**config.mk**
```make
export PLATFORM = sky130hd
export DESIGN_NAME = goertzel_tone_detect
export DESIGN_NICKNAME = d
export VERILOG_FILES = /design/src/rtl/goertzel_tone_detect_pkg.sv /design/src/rtl/goertzel_uart_feeder.sv /design/src/rtl/goertzel_tone_detect.sv
export SDC_FILE = /design/constraint.sdc
export NUM_CORES = 1
export LEC_CHECK = 0
export CORE_ASPECT_RATIO = 0.9
export CORE_MARGIN = 10
export CORE_UTILIZATION = 45
export CTS_CLUSTER_DIAMETER = 120
export DETAILED_ROUTE_END_ITERATION = 8
export PLACE_DENSITY = 0.77
export SYNTH_ARGS = -nofsm -noshare
export SYNTH_HDL_FRONTEND = slang
export SYNTH_HIERARCHICAL = 1
export SYNTH_SLANG_ARGS = --single-unit
```
**constraint.sdc**
```tcl
create_clock -name sys_clk -period 9.4 [get_ports sys_clk]
set_input_delay 1.88 -clock sys_clk [delete_from_list [all_inputs] [get_ports sys_clk]]
set_output_delay 1.88 -clock sys_clk [all_outputs]
set_load 0.005 [all_outputs]
```
**src/rtl/goertzel_tone_detect_pkg.sv**
```systemverilog
// Shared encodings for the Goertzel tone detector: tone classes, ASCII report
// characters and the UART feeder state machine.
package goertzel_tone_detect_pkg;

  typedef enum logic [1:0] {
    TONE_NONE = 2'b00,
    TONE_BIN0 = 2'b01,
    TONE_BIN1 = 2'b10
  } tone_t;

  localparam logic [7:0] CH_NONE = 8'h2D;
  localparam logic [7:0] CH_BIN0 = 8'h30;
  localparam logic [7:0] CH_BIN1 = 8'h31;

  typedef enum logic [1:0] {
    TX_IDLE,
    TX_START,
    TX_WAIT_HI,
    TX_WAIT_LO
  } tx_state_t;

  function automatic logic [7:0] tone_char(input tone_t t);
    case (t)
      TONE_BIN0: tone_char = CH_BIN0;
      TONE_BIN1: tone_char = CH_BIN1;
      default:   tone_char = CH_NONE;
    endcase
  endfunction

endpackage

```
**src/rtl/goertzel_uart_feeder.sv**
```systemverilog
// UART byte feeder: TX handshake FSM plus single-entry pending byte, or a
// 5-byte magnitude record buffer when GOERTZEL_DBG_MAG_EN is defined.
module goertzel_uart_feeder
  import goertzel_tone_detect_pkg::*;
(
  input  logic        clk_i,
  input  logic        rst_i,
  input  logic        tx_busy_i,
`ifdef GOERTZEL_DBG_MAG_EN
  input  logic        frame_i,
  input  logic [15:0] g0_i,
  input  logic [15:0] g1_i,
  input  logic [7:0]  char_i,
`else
  input  logic        push_i,
  input  logic [7:0]  byte_i,
`endif
  output logic [7:0]  tx_data_o,
  output logic        tx_start_o
);

  tx_state_t  state_q;
  logic [7:0] tx_data_q;
  logic       tx_start_q;
  logic       have_byte;
  logic [7:0] next_byte;
  logic       pop;

`ifdef GOERTZEL_DBG_MAG_EN
  logic [39:0] rec_q;
  logic [2:0]  rec_cnt_q;

  assign have_byte = (rec_cnt_q != 3'd0);
  assign next_byte = rec_q[39:32];
`else
  logic [7:0] pend_q;
  logic       pend_valid_q;

  assign have_byte = pend_valid_q;
  assign next_byte = pend_q;
`endif

  assign pop = (state_q == TX_IDLE) && have_byte && !tx_busy_i;

  always_ff @(posedge clk_i) begin
    if (rst_i) begin
      state_q    <= TX_IDLE;
      tx_data_q  <= '0;
      tx_start_q <= 1'b0;
`ifdef GOERTZEL_DBG_MAG_EN
      rec_q      <= '0;
      rec_cnt_q  <= '0;
`else
      pend_q       <= '0;
      pend_valid_q <= 1'b0;
`endif
    end else begin
      case (state_q)
        TX_IDLE: begin
          if (pop) begin
            state_q    <= TX_START;
            tx_start_q <= 1'b1;
            tx_data_q  <= next_byte;
          end
        end
        TX_START: begin
          tx_start_q <= 1'b0;
          state_q    <= TX_WAIT_HI;
        end
        TX_WAIT_HI: if (tx_busy_i) state_q <= TX_WAIT_LO;
        TX_WAIT_LO: if (!tx_busy_i) state_q <= TX_IDLE;
        default:    state_q <= TX_IDLE;
      endcase
`ifdef GOERTZEL_DBG_MAG_EN
      // A record is in flight until its last byte has fully left the FSM.
      if (pop) begin
        rec_q     <= {rec_q[31:0], 8'h00};
        rec_cnt_q <= rec_cnt_q - 3'd1;
      end else if (frame_i && rec_cnt_q == 3'd0 && state_q == TX_IDLE) begin
        rec_q     <= {g0_i, g1_i, char_i};
        rec_cnt_q <= 3'd5;
      end
`else
      // A push in the same cycle as a pop keeps the entry full with the new byte.
      if (push_i) begin
        pend_q       <= byte_i;
        pend_valid_q <= 1'b1;
      end else if (pop) begin
        pend_valid_q <= 1'b0;
      end
`endif
    end
  end

  assign tx_data_o  = tx_data_q;
  assign tx_start_o = tx_start_q;

endmodule

```
**src/rtl/goertzel_tone_detect.sv**
```systemverilog
// Two-bin tone classifier with debounce feeding a UART reporter.
// Optional magnitude record reporting via GOERTZEL_DBG_MAG_EN.
module goertzel_tone_detect
  import goertzel_tone_detect_pkg::*;
#(
  parameter logic [15:0] MIN_MAG  = 16'd256,
  parameter logic [15:0] MARGIN   = 16'd128,
  parameter int unsigned DEBOUNCE = 3
) (
  input  logic        sys_clk,
  input  logic        sys_rst,
  input  logic [15:0] G0,
  input  logic [15:0] G1,
  input  logic        G_READY,
  input  logic        tx_busy,
  output logic [1:0]  tone,
  output logic        tone_valid,
  output logic [7:0]  tx_data,
  output logic        tx_start
);

  localparam logic [3:0] DEB = 4'(DEBOUNCE);

  logic [15:0] g0_q, g1_q;
  logic        frame_q;
  tone_t       prev_q, tone_q;
  logic [3:0]  run_q;
  logic        tone_valid_q;

  tone_t       cls, tone_d;
  logic [3:0]  run_d;
  logic        change;

  always_comb begin
    cls = TONE_NONE;
    if (g0_q >= MIN_MAG && {1'b0, g0_q} > ({1'b0, g1_q} + {1'b0, MARGIN}))
      cls = TONE_BIN0;
    else if (g1_q >= MIN_MAG && {1'b0, g1_q} > ({1'b0, g0_q} + {1'b0, MARGIN}))
      cls = TONE_BIN1;
    run_d  = (cls == prev_q) ? ((run_q == 4'hF) ? run_q : run_q + 4'd1) : 4'd1;
    change = frame_q && (run_d == DEB) && (cls != tone_q);
    tone_d = change ? cls : tone_q;
  end

  always_ff @(posedge sys_clk) begin
    if (sys_rst) begin
      g0_q         <= '0;
      g1_q         <= '0;
      frame_q      <= 1'b0;
      prev_q       <= TONE_NONE;
      tone_q       <= TONE_NONE;
      run_q        <= '0;
      tone_valid_q <= 1'b0;
    end else begin
      frame_q <= G_READY;
      if (G_READY) begin
        g0_q <= G0;
        g1_q <= G1;
      end
      tone_valid_q <= change;
      if (frame_q) begin
        prev_q <= cls;
        run_q  <= run_d;
        tone_q <= tone_d;
      end
    end
  end

  assign tone       = tone_q;
  assign tone_valid = tone_valid_q;

`ifdef GOERTZEL_DBG_MAG_EN
  // The record's trailing character reports the debounced tone after this frame.
  goertzel_uart_feeder u_feeder (
    .clk_i      (sys_clk),
    .rst_i      (sys_rst),
    .tx_busy_i  (tx_busy),
    .frame_i    (frame_q),
    .g0_i       (g0_q),
    .g1_i       (g1_q),
    .char_i     (tone_char(tone_d)),
    .tx_data_o  (tx_data),
    .tx_start_o (tx_start)
  );
`else
  goertzel_uart_feeder u_feeder (
    .clk_i      (sys_clk),
    .rst_i      (sys_rst),
    .tx_busy_i  (tx_busy),
    .push_i     (change),
    .byte_i     (tone_char(cls)),
    .tx_data_o  (tx_data),
    .tx_start_o (tx_start)
  );
`endif

endmodule

```
* Word level (Yosys, flattened, before mapping) *
Cells that the tools add are included.

word-level totals
  register bits = 62
  input port bits = 36
  logic and storage cells = 58

operators by class
  $add $sub $neg = 3
  magnitude comparators = 4
  equal/unequal tests = 12
  muxes and demuxes = 13
  reduce and logical (&&, ||, !) cells = 14

operators with widths
  cell                                                   count
  adder 16 x 8 -> 17 bit, second input constant          2
  greater-than comparator 16 x 17 -> 1 bit               2
  >= comparator 16 x 9 -> 1 bit, second input constant   2
  2-to-1 mux 2 bit                                       5
  case mux 5 bit (2 select lines)                        1
  2-to-1 mux 4 bit                                       2
  case mux 2 bit (4 select lines)                        1
  equality test 2 bit, second input constant             3
  logical AND 1 bit                                      6
  AND reduction 2 bit                                    3
  adder 4 x 1 -> 4 bit, second input constant            1
  equality test 2 x 1 -> 1 bit, second input constant    2
  equality test 4 x 2 -> 1 bit, second input constant    1
  equality test 4 bit, second input constant             1
  inequality test 2 bit, second input constant           2
  nonzero test 2 bit                                     2
  2-to-1 mux 1 bit                                       3
  AND reduction 3 bit                                    1
  equality test 2 bit                                    1
  logical NOT 2 bit                                      1
  inequality test 2 x 1 -> 1 bit, second input constant  1
  inequality test 2 bit                                  1
  case mux 1 bit (2 select lines)                        1
  logical NOT 1 bit                                      1

* Depth between registers and ports, before layout *
Gate-level depths: netlist of the first run.

  depth in word-level cells = 11
  depth in mapped cells = 15
  mapped depth without buffers = 15

* Hierarchy *
Netlist of the first run, hierarchy kept.

by module, submodules not included
  module                times used  cells an instance  area an instance (sq um)  seq. area each (sq um)
  goertzel_tone_detect  1           323                2,819.0                   840.8
  goertzel_uart_feeder  1           87                 800.8                     400.4

* Worst setup path before layout of the first run *
OpenSTA, ideal clock, no wires.

  kind = reg2reg
  start = register g0_q[7]
  end = register u_feeder.pend_q[0] (netlist: u_feeder/next_byte[0])
  setup time = 0.128 ns
  arrival time = 3.329 ns
  data required time = 9.272 ns
  slack = 5.943 ns
  cell stages (with the launch flop) = 16
  path buffers = 1
  cell sequence = dfxtp_1 ha_1 and3_1 and3_1 xnor2_1 ha_1 nand3_2 or4_4 o221ai_4 mux2i_1 a211o_1 nand2_1 nor3_1 buf_2 mux2i_1 nor2_1

on the way
  longest elaborated chain between the ends = 10

ends and longest elaborated chain
  what                                      RTL line                    text
  start, declared                           goertzel_tone_detect.sv:24  logic [15:0] g0_q, g1_q;
  start signal, assigned                    goertzel_tone_detect.sv:47  g0_q <= '0;
  start signal, assigned                    goertzel_tone_detect.sv:57  g0_q <= G0;
  adder 16 x 8 -> 17 bit                    goertzel_tone_detect.sv:38  else if (g1_q >= MIN_MAG && {1'b0, g1_q} > ({1'b0, g0_q} + {1'b0, MARGIN}))
  greater-than comparator 16 x 17 -> 1 bit  goertzel_tone_detect.sv:38
  logical AND 1 bit                         goertzel_tone_detect.sv:38
  2-to-1 mux 2 bit                          goertzel_tone_detect.sv:38
  2-to-1 mux 2 bit (*)                      goertzel_tone_detect.sv:36  if (g0_q >= MIN_MAG && {1'b0, g0_q} > ({1'b0, g1_q} + {1'b0, MARGIN}))
  equality test 2 bit                       goertzel_tone_detect.sv:40  run_d = (cls == prev_q) ? ((run_q == 4'hF) ? run_q : run_q + 4'd1) : 4'd1;
  2-to-1 mux 4 bit                          goertzel_tone_detect.sv:40
  equality test 4 x 2 -> 1 bit              goertzel_tone_detect.sv:41  change = frame_q && (run_d == DEB) && (cls != tone_q);
  logical AND 1 bit                         goertzel_tone_detect.sv:41
  logical AND 1 bit (*)                     goertzel_tone_detect.sv:41
  via change                                goertzel_tone_detect.sv:32  logic change;
  end signal, assigned                      goertzel_uart_feeder.sv:86  pend_q <= byte_i;
  end, declared                             goertzel_uart_feeder.sv:36  logic [7:0] pend_q;

Mark *: on every way through the listed nets, which the timed path passes. The rest lies on a longest branch.
A chain may end at the register's enable or synchronous reset.

* Worst setup path after layout of the first run *
  start = register g1_q[7]
  end = register u_feeder.pend_q[4] (netlist: u_feeder/next_byte[4])

on the way
  longest elaborated chain between the ends = 9

ends and longest elaborated chain
  what                                                                           RTL line                                                text
  start, declared                                                                goertzel_tone_detect.sv:24
  start signal, assigned                                                         goertzel_tone_detect.sv:48                              g1_q <= '0;
  start signal, assigned                                                         goertzel_tone_detect.sv:58                              g1_q <= G1;
  adder 16 x 8 -> 17 bit, or another cell as far along                           goertzel_tone_detect.sv:36
  greater-than comparator 16 x 17 -> 1 bit or logical AND 1 bit (tied branches)  goertzel_tone_detect.sv:36, goertzel_tone_detect.sv:38
  logical AND 1 bit or 2-to-1 mux 2 bit (tied branches)                          goertzel_tone_detect.sv:36, goertzel_tone_detect.sv:38
  2-to-1 mux 2 bit (*)                                                           goertzel_tone_detect.sv:36
  equality test 2 bit                                                            goertzel_tone_detect.sv:40
  2-to-1 mux 4 bit                                                               goertzel_tone_detect.sv:40
  equality test 4 x 2 -> 1 bit                                                   goertzel_tone_detect.sv:41
  logical AND 1 bit                                                              goertzel_tone_detect.sv:41
  logical AND 1 bit (*)                                                          goertzel_tone_detect.sv:41
  via change                                                                     goertzel_tone_detect.sv:32

Marks and branches as above.

==> results.sh, run 1 <==
export IMPL_synthFlopType="dfxtp_1"
export IMPL_placedInstanceArea_sq_mm=0.00416
export IMPL_switchingPower_uw=201
export IMPL_rsz0062_at_grt="false"
export IMPL_row_count=30
export IMPL_power_leakage_nw=1.82
export IMPL_final_seq_area_sq_mm=0.00124
export IMPL_setup_tns_ns=0
export IMPL_p_sw_frac=0.303
export IMPL_clock_sinks=62
export IMPL_worstPathMaxFanout=9
export IMPL_synth_top_cell_area_share=0.343
export IMPL_dieWidth_um=115
export IMPL_reg2reg_from="g1_q[7]"
export IMPL_cap_viol_max_count=0
export IMPL_min_period_ns=3.90
export IMPL_avgSynthCellArea_sq_um=8.83
export IMPL_antenna_found_initial=0
export IMPL_drt_pass1_iterations=4
export IMPL_multi_input_area_sq_mm=0.00222
export IMPL_drive_above_1_share=0.0716
export IMPL_first_global_vias=3013
export IMPL_ctsHtreeMaxLevel=3
export IMPL_hp_class="reg2reg"
export IMPL_final_cell_area_sq_mm=0.00434
export IMPL_postCtsSetupBuffers=0
export IMPL_synth_edf_count=0
export IMPL_clk_pin_slew_ns=0.07
export IMPL_reg2reg_slack_ns=5.50
export IMPL_grt_first_pass_wirelength_um=14000
export IMPL_core_sq_mm=0.00769
export IMPL_syn_inst=410
export IMPL_io_pins=48
export IMPL_syn_area_sq_mm=0.00362
export IMPL_cts_tree="built"
export IMPL_crit_start="g1_q[7]"
export IMPL_fillers=666
export IMPL_grt_max_degree=68
export IMPL_ctsHoldBuffers=0
export IMPL_yosysMostFrequentCell="dfxtp_1"
export IMPL_worst_pin_slew_ns=1.13
export IMPL_place_gp_congestion=0.932
export IMPL_crit_path_start_kind="flip-flop"
export IMPL_cts_made_buffers=9
export IMPL_drt_iter0_markers=137
export IMPL_detail_route_wl_per_cell_um=14.8
export IMPL_peakVddDrop_v=0.000112
export IMPL_slew_headroom=0.245
export IMPL_synth_commonest_cells="dfxtp_1 (62), nor2_1 (54), mux2i_1 (46)"
export IMPL_area_growth_pct=20.0
export IMPL_crit_end="u_feeder/next_byte[4]"
export IMPL_clk_latency_ns=0.34
export IMPL_crit_required_ns=9.58
export IMPL_async_flop_share=0
export IMPL_pre_cts_slack_ns=5.58
export IMPL_whs_ns=0.453
export IMPL_drt_wl_total_um=8240
export IMPL_grt_ovfl_total=0
export IMPL_avgViaCountPerCell=5.53
export IMPL_portBuffers=47
export IMPL_intPower_uw=463
export IMPL_slew_viol_final=0
export IMPL_clockBufferDepth=2
export IMPL_criticalPathCategory="reg2reg"
export IMPL_cellPowerDensity_mw_per_mm2=153
export IMPL_ys_ff_latch=62
export IMPL_setup_worst_path_end_class="flip-flop"
export IMPL_r2r_end="u_feeder/next_byte[4]"
export IMPL_synth_cell_type_count=59
export IMPL_fin_skew_ns=0.00896
export IMPL_power_frac_seq=0.439
export IMPL_critPathArrivalTime_ns=4.08
export IMPL_track_usage=0.139
export IMPL_setup_viol=0
export IMPL_hold_viol_final=0
export IMPL_die_y_um=105
export IMPL_status="completed"
export IMPL_setup_ws_ns=5.50
export IMPL_vias=3081
export IMPL_hpwl_um=6220
export IMPL_cts_resized=0
export IMPL_drcViolationCount=0
export IMPL_dieArea_sq_mm=0.0120
export IMPL_power_frac_comb=0.215
export IMPL_rr_worst_depth=15
export IMPL_num_nets_final=531
export IMPL_synth_top_area_cell="dfxtp_1"
export IMPL_ys_seq_area_frac=0.343
export IMPL_initial_core_util=0.470
export IMPL_max_freq_mhz=256
export IMPL_clockPowerShare=0.346
export IMPL_antennaDiodeCount=0
export IMPL_synthTopCellsByArea="dfxtp_1 (34%), ha_1 (13%), mux2i_1 (13%), nor2_1 (5.6%), a21oi_1 (4.0%)"
export IMPL_antenna_left=0
export IMPL_finalCritPeriodShare=0.415
export IMPL_cts_root_buf="clkbuf_8"
export IMPL_yosys_warnings=6
worst max-delay path: stages (launching register included):
cell,delay (ns)
dfxtp_1,0.35
ha_1,0.23
and3_1,0.22
and3_1,0.20
xnor2_1,0.12
ha_1,0.30
nand3_1,0.14
or4_1,0.59
nand2b_1,0.19
o2111ai_1,0.19
a211o_1,0.33
nand2_1,0.14
nor3_1,0.22
buf_4,0.23
mux2i_1,0.20
nor2_1,0.06
layer usage:
layer,global-route usage,wire (um),share of wire,vias up
met2,0.221,3860,0.47,82
met1,0.174,3770,0.46,1458
met3,0.0435,489,0.059,12
met4,0.0411,124,0.015,0
li1,-,-,-,1529
met5,0,0,0,-
power by group through the flow:
| stage | logic, mW | clock network, mW | registers, mW |
|---|---|---|---|
| 6_report | 0.143 | 0.229 | 0.291 |
| 2_1_floorplan | 0.104 | 0 | 0.292 |
| 4_1_cts | 0.142 | 0.235 | 0.291 |
| 3_5_place_dp | 0.142 | 0 | 0.297 |
| 3_3_place_gp | 0.137 | 0 | 0.297 |
| 5_1_grt | 0.160 | 0.249 | 0.294 |
placed cells by master, fill, tap and decap left out, types with 2 or more instances in the layout:
| master | instances |
|---|---|
| nand2b_1 | 5 |
| a21o_1 | 3 |
| xnor2_1 | 8 |
| mux2i_1 | 46 |
| buf_2 | 2 |
| and3_1 | 8 |
| dfxtp_1 | 62 |
| nand4_1 | 4 |
| o21ai_0 | 6 |
| nand3_1 | 16 |
| o311ai_0 | 2 |
| conb_1 | 4 |
| nand2_1 | 25 |
| clkdlybuf4s50_1 | 45 |
| o2111ai_1 | 2 |
| nor2_1 | 54 |
| or4_1 | 2 |
| o221ai_1 | 2 |
| clkbuf_8 | 9 |
| o221a_2 | 2 |
| nor4_1 | 5 |
| ha_1 | 38 |
| and2_1 | 2 |
| a21oi_1 | 29 |
| nor3_1 | 4 |
| or2_2 | 3 |
| o211ai_1 | 2 |
| inv_1 | 29 |
| xor2_1 | 6 |
through the flow:
stage / power, mW / utilization / std cells
floorplan: 0.396 / - / 412
global placement: 0.434 / 0.540 / 542
detailed placement: 0.439 / 0.540 / 542
CTS: 0.669 / 0.565 / 557
global route: 0.703 / 0.565 / 557
finish: 0.664 / 0.565 / 557
layout make-up:
cell class                      instances  share of cell area
Clock buffer                           10              0.0294
Clock inverter                          5              0.0138
Inverter                               29              0.0251
Multi-Input combinational cell        307               0.511
Sequential cell                        62               0.286
Tap cell                               96              0.0276
Timing Repair Buffer                   48               0.108
flip-flops by register name, summed over array words and instances (netlist names):
signal and count:
frame_q 1, g0_q 16, g1_q 16, prev_q 2, run_q 4, tone 2
tone_valid 1, u_feeder/have_byte 1, u_feeder/next_byte 8, u_feeder/state_q 2, u_feeder/tx_data_o 8, u_feeder/tx_start_o 1
how the worst min path moves through the flow:
stage | from | endpoint | slack, ns | cells after the start
detailed placement | u_feeder/tx_data_o[6] | u_feeder/tx_data_o[6] | 0.45 | 2
global placement | u_feeder/tx_data_o[3] | u_feeder/tx_data_o[3] | 0.45 | 2
finish | u_feeder/tx_data_o[3] | u_feeder/tx_data_o[3] | 0.45 | 2
global route | u_feeder/tx_data_o[6] | u_feeder/tx_data_o[6] | 0.48 | 2
floorplan | u_feeder/next_byte[0] | u_feeder/tx_data_o[0] | 0.44 | 2
CTS | u_feeder/tx_data_o[6] | u_feeder/tx_data_o[6] | 0.46 | 2
cells by family (layout without fill, tap and decap cells):
family	Yosys count	in the layout	share of synthesized area
other cells	2	4	0.00207
xor+xnor	14	14	0.0339
fa+ha+maj	38	38	0.131
flops	62	62	0.343
compound gates	67	67	0.131
mux	46	46	0.127
buf+inv	43	92	0.0463
simple gates	138	138	0.185
Power figures use the tool's default switching activity.
==> run 2, diff against run 1 <==
--- a/config.mk
+++ b/config.mk
@@ -10,7 +10,7 @@
 export CORE_UTILIZATION = 45
 export CTS_CLUSTER_DIAMETER = 120
 export DETAILED_ROUTE_END_ITERATION = 8
-export PLACE_DENSITY = 0.77
+export PLACE_DENSITY = 0.8
 export SYNTH_ARGS = -nofsm -noshare
 export SYNTH_HDL_FRONTEND = slang
 export SYNTH_HIERARCHICAL = 1
==> constraint.sdc (replaced) <==
create_clock -name sys_clk -period 3.3 [get_ports sys_clk]
set_input_delay 0.66 -clock sys_clk [delete_from_list [all_inputs] [get_ports sys_clk]]
set_output_delay 0.66 -clock sys_clk [all_outputs]
set_load 0.005 [all_outputs]
==> run 2 against run 1 <==
The flow now finishes with violations (negative setup slack). Clock power increased to 3.7 times the previous value. Sequential share of layout area decreased by 3.4 points. Fmax increased by 14%. Flip-flop and latch count unchanged. Largest cell class unchanged.
==> results.sh, run 2 (synthesis results as in run 1) <==
export IMPL_drcViolationCount=0
export IMPL_hpwl_um=7060
export IMPL_total_power_mw=2.24
export IMPL_first_global_vias=3372
export IMPL_portBuffers=47
export IMPL_intPower_mw=1.59
export IMPL_num_nets_final=575
export IMPL_power_leakage_nw=2.09
export IMPL_grt_max_degree=55
export IMPL_slew_viol_final=0
export IMPL_core_sq_mm=0.00769
export IMPL_cellPowerDensity_mw_per_mm2=451
export IMPL_finalCritPeriodShare=1.04
export IMPL_worstPathMaxFanout=5
export IMPL_placed_cells=575
export IMPL_crit_required_ns=3.50
export IMPL_cpPeakStageDelay_ns=0.56
export IMPL_dieWidth_um=115
export IMPL_vias=3342
export IMPL_grt_first_pass_wirelength_um=15900
export IMPL_cts_tree="built"
export IMPL_crit_top_cell="and3_4"
export IMPL_criticalPathCategory="reg2reg"
export IMPL_peakVddDrop_v=0.000295
export IMPL_setup_viol=9
export IMPL_crit_path_start_kind="flip-flop"
export IMPL_hp_class="reg2reg"
export IMPL_cts_root_buf="clkbuf_8"
export IMPL_area_growth_pct=37.1
export IMPL_place_gp_congestion=0.923
export IMPL_violations="negative setup slack"
export IMPL_min_period_ns=3.44
export IMPL_ctsHtreeMaxLevel=3
export IMPL_critPathArrivalTime_ns=3.63
export IMPL_rsz0062_at_grt="true"
export IMPL_hold_viol_final=0
export IMPL_layout_commonest_cell="dfxtp_1"
export IMPL_cap_viol_max_count=0
export IMPL_worst_pin_slew_ns=0.932
export IMPL_clk_latency_ns=0.35
export IMPL_power_frac_seq=0.368
export IMPL_drt_wl_total_um=9990
export IMPL_antennaDiodeCount=0
export IMPL_cp_slowest_cell="or4_4"
export IMPL_cp_top_family="simple AND/OR/NAND/NOR gates"
export IMPL_power_frac_comb=0.258
export IMPL_die_y_um=105
export IMPL_cts_made_buffers=9
export IMPL_drt_iter0_markers=176
export IMPL_clock_sinks=62
export IMPL_row_count=30
export IMPL_slew_headroom=0.379
export IMPL_ctsHoldBuffers=0
export IMPL_avgViaCountPerCell=5.55
export IMPL_instances_no_fill=602
export IMPL_final_cell_mix="dfxtp_1 (57), nor2_1 (51), mux2i_1 (46)"
export IMPL_setup_worst_path_end_class="flip-flop"
export IMPL_path_cells="ha_4 > and3_4 > and3_4 > xnor2_2 > ha_1 > nand3_2 > or4_4 > nand2b_4 > o2111a_2 > o31ai_4 > nor2_2 > nor3_4 > buf_6 > mux2i_1 > nor2_1"
export IMPL_track_usage=0.158
export IMPL_path_buf_inv=1
export IMPL_clockBufferDepth=2
export IMPL_largest_registers="g0_q: 16 flops, g1_q: 16 flops"
export IMPL_antenna_found_initial=0
export IMPL_drt_pass1_iterations=4
export IMPL_initial_core_util=0.470
export IMPL_p_sw_frac=0.289
export IMPL_clockPowerShare=0.374
export IMPL_detail_route_wl_per_cell_um=16.6
export IMPL_drive_above_1_share=0.221
export IMPL_dieArea_sq_mm=0.0120
export IMPL_fin_skew_ns=0.00667
export IMPL_setup_ws_ns=-0.136
export IMPL_clk_pin_slew_ns=0.07
export IMPL_status="finished, violations left"
export IMPL_switchingPower_uw=647
export IMPL_grt_ovfl_total=0
export IMPL_max_freq_mhz=291
export IMPL_io_pins=48
export IMPL_antenna_left=0
export IMPL_reg2reg_slack_ns=-0.14
==> run 2: path summary, 6_finish.rpt <==
kind / start / to / depth (start not counted)
hold / removal: u_feeder/tx_data_o[4] / u_feeder/tx_data_o[4] / 2
hold reg to reg: u_feeder/tx_data_o[4] / u_feeder/tx_data_o[4] / 2
setup reg to reg: g1_q[8] / u_feeder/next_byte[4] / 15
setup / recovery: g1_q[8] / u_feeder/next_byte[4] / 15
==> run 2: final cells by class <==
cell class / count / area, sq um
Tap cell: 96 / 120
Multi-Input combinational cell: 307 / 2420
Clock buffer: 11 / 141
Timing Repair Buffer: 92 / 817
Inverter: 29 / 109
Fill cell: 575 / 2730
Clock inverter: 5 / 106
Sequential cell: 62 / 1250
==> run 2: layer usage <==
layer,global-route usage,wire length (um),part of all wire
met2,0.259,4920,0.49
met4,0.0519,186,0.019
met5,0,0,0
met1,0.190,4230,0.42
met3,0.0509,645,0.065
==> run 2: timing repair <==
action / CTS / global route
pin swaps: 12 / 20
endpoints found under the setup margin: 14 / 15
gates cloned: 1 / 0
gates resized for setup: 15 / 27
buffers inserted: 6 / 5
==> run 2: worst min-delay path, stage by stage (launching register included) <==
cell	delay, ns
dfxtp_1	0.31
nand2_1	0.05
a21oi_1	0.05
==> run 2: metrics by stage <==
step | cell area, sq um | hold slack [ns] | util | TNS, ns | setup slack (ns)
3_3_place_gp | 4460 | 0.445 | 0.579 | -0.0000235 | -0.0000235
3_5_place_dp | 4460 | 0.447 | 0.579 | -0.941 | -0.162
6_report | 4960 | 0.458 | 0.645 | -0.887 | -0.136
4_1_cts | 4810 | 0.457 | 0.625 | -0.675 | -0.113
5_1_grt | 4960 | 0.475 | 0.645 | -2.02 | -0.220
2_1_floorplan | 3680 | 0.443 | - | 0 | 0.0227
==> run 2: power groups by stage <==
stage | clock network (mW) | registers (mW) | logic (mW)
floorplan | 0 | 0.832 | 0.315
global placement | 0 | 0.832 | 0.479
detailed placement | 0 | 0.836 | 0.500
CTS | 0.852 | 0.820 | 0.528
global route | 0.889 | 0.827 | 0.628
finish | 0.836 | 0.823 | 0.577
